File: config.mk
export PLATFORM = sky130hd
export DESIGN_NAME = ball_ctrl
export DESIGN_NICKNAME = d
export VERILOG_FILES = /design/src/rtl/pong_pkg.sv /design/src/rtl/bcd_counter2.sv /design/src/rtl/ball_ctrl.sv
export SDC_FILE = /design/constraint.sdc
export NUM_CORES = 1
export LEC_CHECK = 0
export CORE_MARGIN = 3
export CORE_UTILIZATION = 51
export CTS_CLUSTER_DIAMETER = 150
export DETAILED_ROUTE_END_ITERATION = 8
export HOLD_SLACK_MARGIN = 0.02
export PLACE_DENSITY = 0.78
export REMOVE_ABC_BUFFERS = 1
export SLEW_MARGIN = 20
export SYNTH_ARGS = -nofsm -noshare
export SYNTH_HDL_FRONTEND = slang
export SYNTH_SLANG_ARGS = --single-unit
File: constraint.sdc
create_clock -name clk -period 4.2 [get_ports clk]
set_input_delay 0.42 -clock clk [delete_from_list [all_inputs] [get_ports clk]]
set_output_delay 0.42 -clock clk [all_outputs]
set_load 0.01 [all_outputs]
File: src/rtl/pong_pkg.sv
// rtl/pong_pkg.sv - shared screen geometry, ball centre and ball state encoding for the pong display path
package pong_pkg;

  localparam int H_VIS     = 640;
  localparam int V_VIS     = 480;
  localparam int BALL_SIZE = 8;

  // Serve position; pixel_gen draws from the same values.
  localparam int BALL_X_C = (H_VIS - BALL_SIZE) / 2;
  localparam int BALL_Y_C = (V_VIS - BALL_SIZE) / 2;

  typedef enum logic [1:0] {
    SERVE,
    PLAY,
    MISS
  } ball_state_t;

endpackage

File: src/rtl/bcd_counter2.sv
// rtl/bcd_counter2.sv - two-digit BCD counter, 99 wraps to 00, clear beats increment
module bcd_counter2 (
  input  logic       clk,
  input  logic       reset,
  input  logic       clr,
  input  logic       inc,
  output logic [3:0] ones,
  output logic [3:0] tens
);

  always_ff @(posedge clk) begin
    if (reset || clr) begin
      ones <= 4'd0;
      tens <= 4'd0;
    end else if (inc) begin
      if (ones == 4'd9) begin
        ones <= 4'd0;
        tens <= (tens == 4'd9) ? 4'd0 : tens + 4'd1;
      end else begin
        ones <= ones + 4'd1;
      end
    end
  end

endmodule

File: src/rtl/ball_ctrl.sv
// rtl/ball_ctrl.sv - per-frame ball motion, edge/wall/paddle reflection, miss detection and return count
module ball_ctrl #(
  parameter int H_VIS       = pong_pkg::H_VIS,
  parameter int V_VIS       = pong_pkg::V_VIS,
  parameter int BALL_SIZE   = pong_pkg::BALL_SIZE,
  parameter int BALL_V      = 2,
  parameter int WALL_X_R    = 39,
  parameter int PAD_X_L     = 600,
  parameter int PAD_X_R     = 603,
  parameter int PAD_H       = 72,
  parameter int MISS_FRAMES = 60
) (
  input  logic       clk,
  input  logic       reset,
  input  logic       refresh_tick,
  input  logic       serve,
  input  logic [9:0] pad_y_t,
  output logic [9:0] ball_x,
  output logic [9:0] ball_y,
  output logic       playing,
  output logic       miss,
  output logic [3:0] hits_ones,
  output logic [3:0] hits_tens
);

  typedef logic signed [10:0] s11_t;

  localparam logic [9:0] CX = 10'((H_VIS - BALL_SIZE) / 2);
  localparam logic [9:0] CY = 10'((V_VIS - BALL_SIZE) / 2);
  localparam int         CW = $clog2(MISS_FRAMES + 1);
  localparam s11_t       VS = s11_t'(BALL_V);

  pong_pkg::ball_state_t state, state_nx;
  logic [9:0]    x_q, y_q, x_nx, y_nx;
  logic          dx_neg, dy_neg, dx_neg_nx, dy_neg_nx;
  logic [CW-1:0] cnt, cnt_nx;
  logic          miss_nx, hit_inc, hit_clr;

  s11_t xs, ys, pad_t, right_e, bot_e;
  logic top_hit, bot_hit, wall_hit, pad_hit, miss_hit;

  // Collision tests in 11-bit signed so position +/- offsets never wrap.
  always_comb begin
    xs       = s11_t'({1'b0, x_q});
    ys       = s11_t'({1'b0, y_q});
    pad_t    = s11_t'({1'b0, pad_y_t});
    right_e  = xs + s11_t'(BALL_SIZE - 1);
    bot_e    = ys + s11_t'(BALL_SIZE - 1);
    top_hit  = ys < VS;
    bot_hit  = bot_e > s11_t'(V_VIS - 1 - BALL_V);
    wall_hit = xs <= s11_t'(WALL_X_R + BALL_V);
    pad_hit  = (right_e >= s11_t'(PAD_X_L)) && (right_e <= s11_t'(PAD_X_R)) &&
               (bot_e >= pad_t) && (ys <= pad_t + s11_t'(PAD_H - 1)) && !dx_neg;
    miss_hit = xs >= s11_t'(H_VIS - BALL_SIZE);
  end

  always_comb begin
    state_nx  = state;
    x_nx      = x_q;
    y_nx      = y_q;
    dx_neg_nx = dx_neg;
    dy_neg_nx = dy_neg;
    cnt_nx    = cnt;
    miss_nx   = 1'b0;
    hit_inc   = 1'b0;
    hit_clr   = 1'b0;
    case (state)
      pong_pkg::SERVE: begin
        if (serve) state_nx = pong_pkg::PLAY;
      end
      pong_pkg::PLAY: begin
        if (refresh_tick) begin
          if (miss_hit) begin
            state_nx = pong_pkg::MISS;
            miss_nx  = 1'b1;
            hit_clr  = 1'b1;
          end else begin
            if (pad_hit) begin
              dx_neg_nx = 1'b1;
              hit_inc   = 1'b1;
            end else if (wall_hit) begin
              dx_neg_nx = 1'b0;
            end
            if (top_hit)      dy_neg_nx = 1'b0;
            else if (bot_hit) dy_neg_nx = 1'b1;
            x_nx = dx_neg_nx ? x_q - 10'(BALL_V) : x_q + 10'(BALL_V);
            y_nx = dy_neg_nx ? y_q - 10'(BALL_V) : y_q + 10'(BALL_V);
          end
        end
      end
      pong_pkg::MISS: begin
        if (refresh_tick) begin
          if (cnt == CW'(MISS_FRAMES - 1)) begin
            state_nx  = pong_pkg::SERVE;
            x_nx      = CX;
            y_nx      = CY;
            dx_neg_nx = 1'b0;
            dy_neg_nx = 1'b0;
            cnt_nx    = '0;
          end else begin
            cnt_nx = cnt + CW'(1);
          end
        end
      end
      default: state_nx = pong_pkg::SERVE;
    endcase
  end

  always_ff @(posedge clk) begin
    if (reset) begin
      state   <= pong_pkg::SERVE;
      x_q     <= CX;
      y_q     <= CY;
      dx_neg  <= 1'b0;
      dy_neg  <= 1'b0;
      cnt     <= '0;
      miss    <= 1'b0;
      playing <= 1'b0;
    end else begin
      state   <= state_nx;
      x_q     <= x_nx;
      y_q     <= y_nx;
      dx_neg  <= dx_neg_nx;
      dy_neg  <= dy_neg_nx;
      cnt     <= cnt_nx;
      miss    <= miss_nx;
      playing <= (state_nx == pong_pkg::PLAY);
    end
  end

  assign ball_x = x_q;
  assign ball_y = y_q;

  bcd_counter2 u_hits (
    .clk   (clk),
    .reset (reset),
    .clr   (hit_clr),
    .inc   (hit_inc),
    .ones  (hits_ones),
    .tens  (hits_tens)
  );

endmodule

## Word level (Yosys, flattened, before mapping)

Index checks and enable logic that the tools add are counted.

- Flip-flop bits (word level): 40
- Logic and storage cells: 95

- Muxes and demuxes: 46
- Equality and inequality tests: 10
- Add/subtract/negate cells: 10
- Order comparisons: 8
- Reduce and logical (&&, ||, !) cells: 11

Operators with widths:

| cell | number |
|---|---|
| $mux 10 | 10 |
| $pmux 10 s2 | 2 |
| $mux 1 | 23 |
| $add 10x3->11 const B | 2 |
| $add 10x2->10 const B | 2 |
| $sub 10x2->10 const B | 2 |
| $add 10x7->11 const B | 1 |
| $ge 11x11->1 | 1 |
| $ge 11x11->1 const B | 1 |
| $gt 11x10->1 const B | 1 |
| $le 11x11->1 | 1 |
| $le 11x11->1 const B | 1 |
| $ge 10x10->1 const B | 1 |
| $le 10x6->1 const B | 1 |
| $lt 10x2->1 const B | 1 |
| $mux 2 | 5 |
| $add 4x1->4 const B | 2 |
| $eq 4x4->1 const B | 2 |
| $mux 4 | 2 |
| $ne 2x2->1 const B | 4 |
| $add 6x1->6 const B | 1 |
| $eq 6x6->1 const B | 1 |
| $mux 6 | 1 |
| $pmux 2 s3 | 1 |
| 10 further kinds | 16 |

## Logic depth before layout (Yosys ltp)

Gate-level depths: netlist of the first run.

- Word-level depth: 14
- Mapped depth: 21
- Depth with buffers taken out: 21

## Cells and area by module

A second synthesis of the first run with hierarchy kept.

- Cells, all modules: 410
- Area total of the unflattened synthesis: 3233.1 µm²

Modules (own cells, without submodules):

| module | sequential area each (µm²) | area an instance (µm²) | instances | cells an instance |
|---|---|---|---|---|
| ball_ctrl | 600.6 | 2813.9 | 1 | 365 |
| bcd_counter2 | 160.2 | 419.2 | 1 | 45 |

## Worst setup path before layout of the first run

Ideal clock, no wire load.

- Path kind: reg2reg
- Start point: register y_q[2] (netlist: ball_y[2])
- End point: register x_q[9] (netlist: ball_x[9])
- Setup slack: -0.430 ns
- Path buffers: 1
- Arrival time: 4.565 ns
- Stages on the path, launching flop included: 22
- Cells stage by stage: dfxtp_1 > clkbuf_1 > inv_1 > ha_1 > nand3b_1 > xor2_1 > inv_1 > ha_1 > a211oi_1 > nand2_1 > o2111ai_1 > a2111oi_4 > a31oi_1 > inv_1 > fa_1 > a21o_1 > a21oi_1 > o21bai_1 > a211oi_1 > or2_2 > or3b_2 > nand4_1

- Cells in the longest elaborated chain, start to end: 13

RTL lines:

| what | line | text |
|---|---|---|
| from (decl) | ball_ctrl.sv:34 | `logic [9:0] x_q, y_q, x_nx, y_nx;` |
| from (signal assigned) | ball_ctrl.sv:122 | `y_q <= y_nx;` |
| $add 10x3->11 | ball_ctrl.sv:48 | `bot_e = ys + s11_t'(BALL_SIZE - 1);` |
| $ge 11x11->1 | ball_ctrl.sv:53 | `(bot_e >= pad_t) && (ys <= pad_t + s11_t'(PAD_H - 1)) && !dx_neg;` |
| $logic_and 1x1->1 | ball_ctrl.sv:52 | `pad_hit = (right_e >= s11_t'(PAD_X_L)) && (right_e <= s11_t'(PAD_X_R)) &&` |
| $logic_and 1x1->1 * (2 in series) | ball_ctrl.sv:53 |  |
| $mux 1 * | ball_ctrl.sv:78 | `if (pad_hit) begin` |
| $mux 1 * | ball_ctrl.sv:73 | `if (miss_hit) begin` |
| $mux 1 * | ball_ctrl.sv:72 | `if (refresh_tick) begin` |
| $mux 1 * | ball_ctrl.sv:67 | `case (state)` |
| $mux 10 * | ball_ctrl.sv:86 | `x_nx = dx_neg_nx ? x_q - 10'(BALL_V) : x_q + 10'(BALL_V);` |
| $mux 10 * | ball_ctrl.sv:73 |  |
| $mux 10 * | ball_ctrl.sv:72 |  |
| $pmux 10 s2 * | ball_ctrl.sv:67 |  |
| to (signal assigned) | ball_ctrl.sv:121 | `x_q <= x_nx;` |
| to (decl) | ball_ctrl.sv:34 |  |

Every way passes the cells marked *; elsewhere a longest branch is shown, timed or not. The select of a mux whose other input is x is not followed.
A chain may end at the register's enable or synchronous reset.

## Final worst setup path of the first run

Ends and elaborated chain as after synthesis.

==> flow_metrics.py, run 1 <==
metrics = {
    "synth": {
        "synth_top_family_by_area": "simple AND/OR/NAND/NOR gates",
        "yosys_warnings": 0,
        "synth_area_per_cell_um2": 7.73,
        "netlist_area_mm2": 0.00326,
        "synth_top_cell_by_area": "dfxtp_1",
        "synth_mux_area_share_pct": 2.49,
        "netlist.area_leader.share_pct": 23.3,
        "ys_types": 50,
        "netlist_top_cells_count": "nor2_1, dfxtp_1, ha_1, a21oi_1, nand2_1",
        "synth-edff-count": 0,
        "synth_simple_gate_area_share_pct": 27.1,
        "synth_compound_area_share_pct": 20.4,
        "synthAdderAreaFrac_pct": 13.3,
        "ys_seq_elements": 38,
        "async_flop_share_pct": 0,
        "synth_most_common_cell": "nor2_1",
        "synthTopCellsByArea": "dfxtp_1, ha_1, xnor2_1",
        "ys_seq_area_share_pct": 23.3,
        "synthCells": 422,
        "ys.flop_type": "dfxtp_1",
        "synth_xor_xnor_area_share_pct": 8.05,
    },
    "route": {
        "via_per_inst": 5.88,
        "wl_mm": 9.77,
        "drt_pre_antenna_iters": 4,
        "drt_iter0_drc": 191,
        "antenna_left": 0,
        "wl_per_cell_um": 16.2,
        "via_count": 3547,
        "drc": 0,
    },
    "grt": {
        "antenna_found_initial": 0,
        "grt_pass1_vias": 3533,
        "grt_max_degree": 25,
        "grt_usage_pct": 26.7,
        "grt_pass1_wl_mm": 16.1,
        "gr-total-overflow": 0,
    },
    "timing": {
        "tightest_slew_ps": 824,
        "fin_crit_ps": 4080,
        "report.final.slew_viol_count": 0,
        "fmax_mhz": 245,
        "setup_tns_ps": 0,
        "fin_crit_sh_pct": 97.2,
        "finClkSkew_ps": 9.09,
        "slew_headroom_pct": 44.9,
        "hold_viol": 0,
        "finalSetupViolCount": 0,
    },
    "cts": {
        "clk_latency_ps": 300,
        "cts_hold_buf": 0,
        "cts_made_buffers": 5,
        "clkSinkCount": 38,
        "cts_root_buf": "clkbuf_8",
        "htreeDepth": 2,
        "clockBufferDepth": 2,
        "path_clk_slew_ps": 90,
        "tritoncts": "built",
    },
    "placed_design": {
        "dpl.cell_count": 585,
        "place_congestion": 0.989,
        "io_buffers": 41,
        "dp_hpwl_mm": 7.19,
    },
    "cells_and_area": {
        "antenna-diode-count": 0,
        "fin_util_pct": 75.8,
        "seqCellArea_um2": 764,
        "instances_no_fill": 603,
        "multi_input_area_mm2": 0.00253,
        "fin_nets": 575,
        "fillers": 430,
        "drive_gt1_share_pct": 25.9,
        "area_growth_pct": 40.7,
    },
    "floorplan": {
        "die_w_um": 86.0,
        "dieArea_mm2": 0.00739,
        "num_rows": 28,
        "core-area_mm2": 0.00606,
        "start_util_pct": 53.8,
        "die_y_um": 86.0,
        "ios": 44,
    },
    "critical_path": {
        "crit_path_end_kind": "flip-flop",
        "cp-start-kind": "flip-flop",
        "crit_arrival_ps": 4330,
        "worstPathRequired_ps": 4440,
        "critPathMaxFanout": 5,
        "path_class": "reg -> reg",
    },
    "pwr": {
        "switchingPower_mw": 0.259,
        "power_density_mw_per_mm2": 210,
        "pwr-share-seq_pct": 38.7,
        "p_int_mw": 0.705,
        "p_comb_share_pct": 21.4,
        "power_frac_clock_pct": 39.9,
        "ir_worst_vdd_mv": 0.184,
        "p_sw_share_pct": 26.9,
        "p_leak_nw": 1.95,
        "finalPower_mw": 0.964,
    },
    "worst_hold_path": {
        "hp-class": "reg -> reg",
    },
    "run": {
        "max_cap_viol_count": 0,
    },
    "outcome": {
        "status": "finished, final reports clean",
    },
}
==> cell usage in the layout, fill, tap and decap left out, types with 7 or more instances in the layout <==
master            n
xor2_1            8
clkdlybuf4s50_1  34
nor2_1           40
nor3_1           14
ha_1             26
o21ai_0          15
nand2_1          28
dfxtp_1          35
buf_4            70
nand3_1          19
xnor2_1          21
a211o_1           7
mux2i_1           7
a21oi_1          21
inv_1            22
==> path summary, 6_finish.rpt <==
| kind | start | endpoint | slack [ps] | depth (start not counted) |
|---|---|---|---|---|
| worst max-delay path | ball_y[2] | ball_x[9] | 120 | 20 |
| worst min-delay path | cnt[1] | cnt[1] | 490 | 2 |
| worst max register to register | ball_y[2] | ball_x[9] | 120 | 20 |
| worst min register to register | cnt[1] | cnt[1] | 490 | 2 |
==> power by group through the flow <==
stage	clock network (mW)	registers, mW	logic [mW]
3_3_place_gp	0	0.380	0.175
2_1_floorplan	0	0.383	0.0941
4_1_cts	0.390	0.372	0.190
6_report	0.385	0.373	0.206
3_5_place_dp	0	0.380	0.180
5_1_grt	0.401	0.374	0.227
==> per-layer routing <==
layer  part of all wire (%)  GRT usage, %  wire length, um
met1                     43          32.6             4240
met2                     49          47.2             4820
met3                    4.4          3.94              427
met4                    3.0          9.64              295
met5                      0             0                0
==> registers in the layout, summed over array words and instances (netlist names) <==
name,flops
ball_y,9
miss,1
state,2
u_hits.tens,4
cnt,6
ball_x,9
playing,1
dx_neg,1
dy_neg,1
u_hits.ones,4
==> critical path: stages, from the launching register on <==
cell and delay, ps:
dfxtp_2 350, buf_4 160, o21ai_2 170, nor2_1 70, xnor2_1 210, inv_1 80
ha_1 270, o21ai_0 70, a211o_1 330, a2111oi_4 370, a31oi_1 150, inv_1 130
buf_6 120, ha_4 190, a21o_1 180, a21oi_2 180, o21bai_2 100, a211oi_2 280
or2_4 170, or3b_4 360, nand4_1 90
==> cell families after synthesis <==
kind of cell,Yosys count
compound gates,99
mux,8
fa+ha+maj,34
flops,38
other cells,1
buf+inv,43
xor+xnor,30
simple gates,169
==> per-stage QoR <==
step | worst slack [ps] | hold slack [ps] | instance area (um2)
5_1_grt | -57.0 | 508 | 4590
3_5_place_dp | -573 | 479 | 4170
4_1_cts | 16.1 | 489 | 4430
2_1_floorplan | -370 | 448 | 3200
3_3_place_gp | -335 | 465 | 4170
6_report | 116 | 487 | 4590
==> cell type report <==
type                            count  area share (%)
Multi-Input combinational cell    342            55.0
Inverter                           27            2.21
Clock inverter                      3            1.50
Tap cell                           75            2.04
Sequential cell                    38            16.6
Clock buffer                        5            1.50
Timing Repair Buffer              113            21.1
==> repair_timing <==
| item | 4_1_cts | 5_1_grt |
|---|---|---|
| buffers inserted | 6 | 4 |
| gates resized for setup | 29 | 35 |
| setup endpoints to repair | 2 | 4 |
| pin swaps | 15 | 29 |
| cloned | 0 | 0 |
No activity file was read; power rests on OpenSTA's default activity.
==> run 2, diff against run 1 <==
- HOLD_SLACK_MARGIN: 0.02 -> default
==> results of run 2 <==
Same layout as run 1: the final DEF is identical, and so are final timing and power.
==> run 3, diff against run 2 <==
- HOLD_SLACK_MARGIN: default -> 0.03
==> results of run 3 <==
Same layout as run 1: the final DEF is identical, and so are final timing and power.
